File: config.mk
export PLATFORM = sky130hd
export DESIGN_NAME = instr_sequencer_flat
export DESIGN_NICKNAME = d
export VERILOG_FILES = /design/src/rtl/instr_sequencer_if.sv /design/src/rtl/instr_sequencer.sv /design/src/flat_wrapper.sv
export SDC_FILE = /design/constraint.sdc
export NUM_CORES = 1
export LEC_CHECK = 0
export ABC_AREA = 1
export CAP_MARGIN = 20
export CORE_MARGIN = 3
export CORE_UTILIZATION = 45
export DETAILED_ROUTE_END_ITERATION = 7
export PLACE_DENSITY = 0.68
export SLEW_MARGIN = 40
export SYNTH_ARGS = -nofsm -noshare
export SYNTH_HDL_FRONTEND = slang
export SYNTH_SLANG_ARGS = --single-unit
export TNS_END_PERCENT = 10
File: constraint.sdc
create_clock -name clk -period 8.2 [get_ports clk]
set_clock_uncertainty 0.05 [all_clocks]
set_input_delay 1.64 -clock clk [delete_from_list [all_inputs] [get_ports clk]]
set_output_delay 1.64 -clock clk [all_outputs]
set_load 0.005 [all_outputs]
File: src/rtl/instr_sequencer_if.sv
// RAM and display side of the instruction sequencer: two registered read ports,
// one write port, the clear-all strobe and the display outputs.
interface instr_sequencer_if #(
  parameter int DATA_W = 16,
  parameter int ADDR_W = 4
);
  logic [ADDR_W-1:0] rd_addr1;
  logic [ADDR_W-1:0] rd_addr2;
  logic [DATA_W-1:0] rd_data1;
  logic [DATA_W-1:0] rd_data2;
  logic              wr_en;
  logic [ADDR_W-1:0] wr_addr;
  logic [DATA_W-1:0] wr_data;
  logic              clr_en;
  logic              disp_valid;
  logic [ADDR_W-1:0] disp_addr;
  logic [DATA_W-1:0] disp_value;

  modport master (
    output rd_addr1, rd_addr2, wr_en, wr_addr, wr_data, clr_en,
           disp_valid, disp_addr, disp_value,
    input  rd_data1, rd_data2
  );

  modport slave (
    input  rd_addr1, rd_addr2, wr_en, wr_addr, wr_data, clr_en,
           disp_valid, disp_addr, disp_value,
    output rd_data1, rd_data2
  );
endinterface

File: src/rtl/instr_sequencer.sv
// Mini-CPU front end: synchronizes the send button, latches one instruction per
// press and sequences RAM read, ALU execute and a single write/clear/display strobe.
//
// state | meaning
// IDLE  | waiting for an accepted send rise
// READ  | RAM addresses driven, data returns next cycle
// EXEC  | ALU result and overflow captured
// WRITE | one strobe plus done, then back to IDLE
module instr_sequencer #(
  parameter int DATA_W      = 16,
  parameter int ADDR_W      = 4,
  parameter int SYNC_STAGES = 2
) (
  input  logic                clk,
  input  logic                rst,
  input  logic                send,
  input  logic [15:0]         instr,
  instr_sequencer_if.master   bus,
  output logic                ovf,
  output logic                busy,
  output logic                done
);

  typedef enum logic [1:0] {IDLE, READ, EXEC, WRITE} state_t;
  typedef enum logic [2:0] {
    OP_LOAD  = 3'b000,
    OP_ADD   = 3'b001,
    OP_ADDI  = 3'b010,
    OP_SUB   = 3'b011,
    OP_SUBI  = 3'b100,
    OP_MUL   = 3'b101,
    OP_CLEAR = 3'b110,
    OP_DISP  = 3'b111
  } op_t;

  state_t state, state_nxt;

  logic [SYNC_STAGES-1:0] sync_q;
  logic                   sync_prev;
  logic                   send_rise;

  logic [15:0]       instr_q;
  logic [DATA_W-1:0] res_q;
  logic [DATA_W-1:0] disp_value_q;
  logic              ovf_q;

  op_t               op, op_in;
  logic [ADDR_W-1:0] fld_a, fld_b, fld_c;
  logic [DATA_W-1:0] imm5_ext, imm9_ext;
  logic              is_alu;

  logic signed [DATA_W-1:0]   d1, d2, opnd;
  logic signed [2*DATA_W-1:0] prod;
  logic [DATA_W-1:0]          alu_res;
  logic                       alu_ovf;

  assign send_rise = sync_q[SYNC_STAGES-1] & ~sync_prev;

  assign op_in    = op_t'(instr[15:13]);
  assign op       = op_t'(instr_q[15:13]);
  assign fld_a    = instr_q[12:9];
  assign fld_b    = instr_q[8:5];
  assign fld_c    = instr_q[4:1];
  assign imm5_ext = {{(DATA_W-5){instr_q[4]}}, instr_q[4:0]};
  assign imm9_ext = {{(DATA_W-9){instr_q[8]}}, instr_q[8:0]};
  assign is_alu   = (op == OP_ADD) || (op == OP_ADDI) || (op == OP_SUB) ||
                    (op == OP_SUBI) || (op == OP_MUL);

  always_comb begin
    d1      = signed'(bus.rd_data1);
    d2      = signed'(bus.rd_data2);
    opnd    = ((op == OP_ADD) || (op == OP_SUB)) ? d2 : signed'(imm5_ext);
    prod    = d1 * opnd;
    alu_res = '0;
    alu_ovf = 1'b0;
    case (op)
      OP_ADD, OP_ADDI: begin
        alu_res = d1 + opnd;
        alu_ovf = (d1[DATA_W-1] == opnd[DATA_W-1]) && (alu_res[DATA_W-1] != d1[DATA_W-1]);
      end
      OP_SUB, OP_SUBI: begin
        alu_res = d1 - opnd;
        alu_ovf = (d1[DATA_W-1] != opnd[DATA_W-1]) && (alu_res[DATA_W-1] != d1[DATA_W-1]);
      end
      OP_MUL: begin
        alu_res = prod[DATA_W-1:0];
        // product fits only if the upper half is a pure sign extension
        alu_ovf = prod[2*DATA_W-1:DATA_W] != {DATA_W{prod[DATA_W-1]}};
      end
      OP_DISP: alu_res = bus.rd_data1;
      default: ;
    endcase
  end

  always_ff @(posedge clk) begin
    if (rst) begin
      state        <= IDLE;
      sync_q       <= '0;
      sync_prev    <= 1'b0;
      instr_q      <= '0;
      res_q        <= '0;
      disp_value_q <= '0;
      ovf_q        <= 1'b0;
    end else begin
      state     <= state_nxt;
      sync_q    <= {sync_q[SYNC_STAGES-2:0], send};
      sync_prev <= sync_q[SYNC_STAGES-1];
      if ((state == IDLE) && send_rise) begin
        instr_q <= instr;
      end
      if (state == EXEC) begin
        res_q <= alu_res;
        if (is_alu) begin
          ovf_q <= alu_ovf;
        end
        if (op == OP_DISP) begin
          disp_value_q <= alu_res;
        end
      end
    end
  end

  always_comb begin
    state_nxt      = state;
    bus.rd_addr1   = '0;
    bus.rd_addr2   = '0;
    bus.wr_en      = 1'b0;
    bus.wr_addr    = '0;
    bus.wr_data    = '0;
    bus.clr_en     = 1'b0;
    bus.disp_valid = 1'b0;
    bus.disp_addr  = '0;
    done           = 1'b0;
    case (state)
      IDLE: begin
        if (send_rise) begin
          state_nxt = ((op_in == OP_LOAD) || (op_in == OP_CLEAR)) ? WRITE : READ;
        end
      end
      READ: begin
        bus.rd_addr1 = (op == OP_DISP) ? fld_a : fld_b;
        bus.rd_addr2 = fld_c;
        state_nxt    = EXEC;
      end
      EXEC: state_nxt = WRITE;
      WRITE: begin
        done = 1'b1;
        case (op)
          OP_LOAD: begin
            bus.wr_en   = 1'b1;
            bus.wr_addr = fld_a;
            bus.wr_data = imm9_ext;
          end
          OP_CLEAR: bus.clr_en = 1'b1;
          OP_DISP: begin
            bus.disp_valid = 1'b1;
            bus.disp_addr  = fld_a;
          end
          default: begin
            bus.wr_en   = 1'b1;
            bus.wr_addr = fld_a;
            bus.wr_data = res_q;
          end
        endcase
        state_nxt = IDLE;
      end
      default: state_nxt = IDLE;
    endcase
  end

  assign bus.disp_value = disp_value_q;
  assign ovf            = ovf_q;
  assign busy           = (state != IDLE);

endmodule

File: src/flat_wrapper.sv
// flat-port wrapper written by rule: the top's interface ports become plain ports
module instr_sequencer_flat 
#(
  parameter int DATA_W      = 16,
  parameter int ADDR_W      = 4,
  parameter int SYNC_STAGES = 2
)
  (clk, rst, send, instr, ovf, busy, done, bus_rd_addr1, bus_rd_addr2, bus_wr_en, bus_wr_addr, bus_wr_data, bus_clr_en, bus_disp_valid, bus_disp_addr, bus_disp_value, bus_rd_data1, bus_rd_data2);
  instr_sequencer_if #(.DATA_W(DATA_W), .ADDR_W(ADDR_W)) bus_i ();
  input  logic clk;
  input  logic rst;
  input  logic send;
  input  logic [15:0] instr;
  output logic ovf;
  output logic busy;
  output logic done;
  output wire logic [$bits(bus_i.rd_addr1)-1:0] bus_rd_addr1;
  output wire logic [$bits(bus_i.rd_addr2)-1:0] bus_rd_addr2;
  output wire logic [$bits(bus_i.wr_en)-1:0] bus_wr_en;
  output wire logic [$bits(bus_i.wr_addr)-1:0] bus_wr_addr;
  output wire logic [$bits(bus_i.wr_data)-1:0] bus_wr_data;
  output wire logic [$bits(bus_i.clr_en)-1:0] bus_clr_en;
  output wire logic [$bits(bus_i.disp_valid)-1:0] bus_disp_valid;
  output wire logic [$bits(bus_i.disp_addr)-1:0] bus_disp_addr;
  output wire logic [$bits(bus_i.disp_value)-1:0] bus_disp_value;
  input wire logic [$bits(bus_i.rd_data1)-1:0] bus_rd_data1;
  input wire logic [$bits(bus_i.rd_data2)-1:0] bus_rd_data2;
  assign bus_rd_addr1 = bus_i.rd_addr1;
  assign bus_rd_addr2 = bus_i.rd_addr2;
  assign bus_wr_en = bus_i.wr_en;
  assign bus_wr_addr = bus_i.wr_addr;
  assign bus_wr_data = bus_i.wr_data;
  assign bus_clr_en = bus_i.clr_en;
  assign bus_disp_valid = bus_i.disp_valid;
  assign bus_disp_addr = bus_i.disp_addr;
  assign bus_disp_value = bus_i.disp_value;
  assign bus_i.rd_data1 = bus_rd_data1;
  assign bus_i.rd_data2 = bus_rd_data2;
  instr_sequencer #(.DATA_W(DATA_W), .ADDR_W(ADDR_W), .SYNC_STAGES(SYNC_STAGES)) u_core (.clk(clk), .rst(rst), .send(send), .instr(instr), .bus(bus_i), .ovf(ovf), .busy(busy), .done(done));
endmodule
* Word-level counts from Yosys, hierarchy flattened *
Cells that the tools add are included.

cells by class
  $add $sub $neg = 2
  multipliers = 1
  equal/unequal tests = 17
  multiplexer cells = 22
  bitwise logic cells = 2
  reduce and logical (&&, ||, !) cells = 18

operators with widths
  cell                  number
  $pmux W16 S4          1
  $mul A16 B16 Y32      1
  $mux W16              2
  $pmux W16 S2          1
  $mux W4               7
  $add A16 B16 Y16      1
  $ne A16 B16 Y1        1
  $sub A16 B16 Y16      1
  $eq A3 B3 Y1 const B  5
  $pmux W2 S4           1
  $mux W1               7
  $eq A3 B2 Y1 const B  2
  $logic_not A3 Y1      2
  $logic_or A1 B1 Y1    6
  $reduce_or A2 Y1      3
  $eq A2 B2 Y1 const B  2
  $mux W2               2
  $reduce_and A2 Y1     2
  $eq A3 B1 Y1 const B  1
  $logic_and A1 B1 Y1   3
  $ne A1 B1 Y1          3
  $pmux W1 S3           1
  $eq A2 B1 Y1 const B  1
  $logic_not A2 Y1      1
  other kinds (5)       5

word-level totals
  register bits = 54
  input port bits = 51
  logic and storage cells = 69

* Longest topological paths before layout *
  depth in word-level cells = 7
  gate-level depth with buffers = 39
  depth with buffers taken out = 37

* Worst setup path before layout *
OpenSTA, ideal clock, no wires.

  kind = input to register
  start point = input port bus_rd_data2[6]
  end point = register u_core.ovf_q, in the netlist u_core.ovf
  data arrival time = 7,181 ps
  data required time = 8,031 ps
  setup slack = 850 ps
  stages = 32
  buffers on the path = 1
  path through = or2_2 > nand2_2 > clkinv_1 > ha_1 > fa_1 > inv_1 > fa_1 > inv_1 > fa_1 > fa_1 > fa_1 > inv_1 > fa_1 > inv_1 > ha_1 > nand2_1 > inv_2 > nand2_2 > inv_1 > nand2_2 > nand4_1 > nand2_4 > inv_4 > buf_6 > nand2_2 > nand2_1 > nor2_1 > nand2_1 > nor2_1 > nand3_1 > nand2_1 > a21oi_1

between the ends
  cells in the longest elaborated chain, start to end = 5
  elaborated cells on any way between the ends = 10
  classes of those cells = add/sub (2); mul (1); eq/ne (3); mux (2); reduce/logical (2)

ends and longest elaborated chain
  element                                                                   line                    source
  start: declaration                                                        flat_wrapper.sv:27      input wire logic [$bits(bus_i.rd_data2)-1:0] bus_rd_data2;
  $mux W16 (*)                                                              instr_sequencer.sv:72   opnd = ((op == OP_ADD) || (op == OP_SUB)) ? d2 : signed'(imm5_ext);
  parallel branches: the longest is 3 deep, another holds $mul A16 B16 Y32  n/a
  $pmux W1 S3 (*)                                                           instr_sequencer.sv:76   case (op)
  end signal: assignment                                                    instr_sequencer.sv:114  ovf_q <= alu_ovf;
  end: declaration                                                          instr_sequencer.sv:45   logic ovf_q;

Mark *: on every way between the ends.
A chain may end at the register's enable or synchronous reset.

* Worst setup path in the final report *
  start point = input port bus_rd_data2[5]
  end point = register u_core.ovf_q, in the netlist u_core.ovf

Same word-level chain as after synthesis.

==> flow_metrics.tcl <==
set metrics [dict create \
    path_buf_inv 6 \
    clk_latency_ns 0.29 \
    synthArstFlopShare_pct 0 \
    drv_cap 0 \
    ys_warn_count 0 \
    wl_per_cell_um 18.8 \
    routed_via_density 5.25 \
    cp_max_fo 4 \
    hp-class "reg2reg" \
    dpl-instance-area_um2 17200 \
    tritoncts "done" \
    cts.sinks 54 \
    grt_max_degree 30 \
    grt_overflow_total 0 \
    reg2regPathDepth 30 \
    critPathTopFamily "adder cells" \
    synth_enable_flop_cells 0 \
    drive_gt1_share_pct 10.1 \
    antenna_found_initial 0 \
    cpMaxStageDelayCell "fa_1" \
    vias 14328 \
    grt_pass1_vias 14503 \
    htree_levels 2 \
    port_buffers 104 \
    hold_viol_final 0 \
    grtUsageTotal_pct 29.1 \
    worst_slew_pin_slew_ns 0.822 \
    wl_um 51200 \
    cp.required_ns 8.34 \
    drt-initial-drc-count 1162 \
    ant_nets 0 \
    clock_path_buffers 2 \
    period_share_pct 96.7 \
    die_w_um 188 \
    cp.depth 28 \
    placed_cells 2710 \
    arrival_ns 8.07 \
    period_minus_slack_ns 7.93 \
    cts_made_buffers 5 \
    fin_area_um2 17700 \
    die_y_um 188 \
    n_antenna_cell 0 \
    syn_inst 2106 \
    startpoint_type "primary input" \
    ios 105 \
    setup_viol 0 \
    max_freq_mhz 126 \
    clk_pin_slew_worst_paths_ns 0.07 \
    start_util_pct 45.8 \
    nNetsFinal 2721 \
    synth_cell_types 51 \
    grt_pass1_wl_um 80500 \
    design.die.area_um2 35400 \
    synth-seq-cells 54 \
    dp_hpwl_um 44000 \
    synth_ff_type "dfxtp_1" \
    syn_avg_cell_area_um2 7.10 \
    stdcell_count 2729 \
    cp_slowest_stage_delay_ns 0.57 \
    status "completed" \
    crit_path_frequent_cell "fa_1" \
    clockRootBuffer "clkbuf_16" \
    max-slew-margin-rel_pct 45.1 \
    ctsHoldBuffers 0 \
    hold_depth 2 \
    netlist_area_um2 14900 \
    areaGrowthSynthToFinish_pct 18.2 \
    row_count 66 \
    globalplace.congestion 0.992 \
    first_pass_iters 5 \
    critPathCaptureType "flop" \
    report.final.slew_viol_count 0 \
    ys_seq_area_share_pct 7.23 \
    drcViolationCount 0 \
    core_um2 32600 \
    criticalPathCategory "in2reg" \
    syn_nets 2541 \
]
[cells in the mapped netlist (9+ instances only)]
cell | count | share of area, %
a21oi_1 | 104 | 3.5
buf_2 | 9 | 0.30
clkbuf_1 | 33 | 0.83
clkinv_1 | 9 | 0.23
dfxtp_1 | 54 | 7.2
fa_1 | 264 | 35
ha_1 | 120 | 10
inv_1 | 452 | 11
nand2_1 | 488 | 12
nand2_2 | 10 | 0.42
nand3_1 | 84 | 2.8
nand4_1 | 17 | 0.71
nor2_1 | 253 | 6.4
nor3_1 | 15 | 0.50
o21ai_0 | 83 | 2.8
or2_2 | 17 | 0.71
[metrics by stage]
stage / setup TNS [ns] / util [%] / worst slack (ns) / hold WS (ns)
after global routing: -0.0301 / 54.2 / -0.0301 / 0.411
after detailed placement: -0.117 / 52.7 / -0.117 / 0.354
after global placement: -0.103 / 52.7 / -0.103 / 0.347
final: 0 / 54.2 / 0.269 / 0.353
after floorplan: 0 / - / 0.850 / 0.338
after CTS: 0 / 53.2 / 0.192 / 0.355
[area by class of cell]
| class | instances | area (um^2) |
|---|---|---|
| inverter | 469 | 1780 |
| fill | 3184 | 15000 |
| timing repair buffer | 226 | 2010 |
| clock inverter | 3 | 43.8 |
| timing repair inverter | 1 | 7.51 |
| multi-input combinational | 1529 | 12100 |
| clock buffer | 5 | 125 |
| sequential | 54 | 1080 |
| tap | 442 | 553 |
[sequential cells by signal (all words and copies together), names as in the netlist]
register / count
u_core.state: 2
u_core.bus.disp_value: 16
u_core.sync_q: 2
u_core.instr_q: 16
u_core.sync_prev: 1
u_core.ovf: 1
u_core.res_q: 16
[kinds of logic after synthesis]
family,Yosys count,share of synthesized area (%)
AND/OR/NAND/NOR,905,24.9
XOR/XNOR,8,0.469
buffers and inverters,524,13.5
flip-flops,54,7.23
AO/OA/AOI/OAI,231,8.49
adder cells (fa/ha/maj),384,45.4
[worst register-to-register path: cells and delay by family (launching register included)]
| kind | cells | cell delay (ns) |
|---|---|---|
| buffers and inverters | 7 | 1.08 |
| and+or+nand+nor | 11 | 1.55 |
| DFF | 1 | 0.38 |
| AOI/OAI and AO/OA | 5 | 0.93 |
| adders and majority gates | 7 | 3.36 |
[worst paths after layout]
kind | startpoint | endpoint | slack [ns]
worst max-delay path | bus_rd_data2[5] | u_core.ovf | 0.27
worst min-delay path | u_core.sync_q[0] | u_core.sync_q[1] | 0.35
worst max register to register | u_core.instr_q[15] | u_core.ovf | 0.73
worst min register to register | u_core.sync_q[0] | u_core.sync_q[1] | 0.35
[layout by cell type (no fill, tap or decap), drive strengths merged, types with 18 or more instances in the layout]
| cell | Yosys | layout |
|---|---|---|
| a21oi | 105 | 105 |
| buf | 21 | 122 |
| clkdlybuf4s50 | 0 | 104 |
| dfxtp | 54 | 54 |
| fa | 264 | 264 |
| ha | 120 | 120 |
| inv | 460 | 459 |
| nand2 | 499 | 500 |
| nand3 | 87 | 87 |
| nor2 | 257 | 257 |
| o21ai | 90 | 90 |
| or2 | 18 | 18 |
[per-layer routing]
| metal | GRT usage [%] | vias to the layer above | part of all wire (%) |
|---|---|---|---|
| met5 | 0 | - | 0 |
| met4 | 7.07 | 0 | 2.8 |
| met3 | 5.12 | 91 | 8.4 |
| met2 | 46.6 | 611 | 46 |
| met1 | 41.2 | 6908 | 43 |
| li1 | - | 6718 | - |
[timing repair]
item | 4_1_cts | 5_1_grt
resized for setup | 0 | 59
buffers inserted | 0 | 9
setup endpoints to repair | 0 | 1
Power is left out: the tool's default activity adds up to more than one toggle a clock period on the data nets, which glitch-free logic cannot reach.
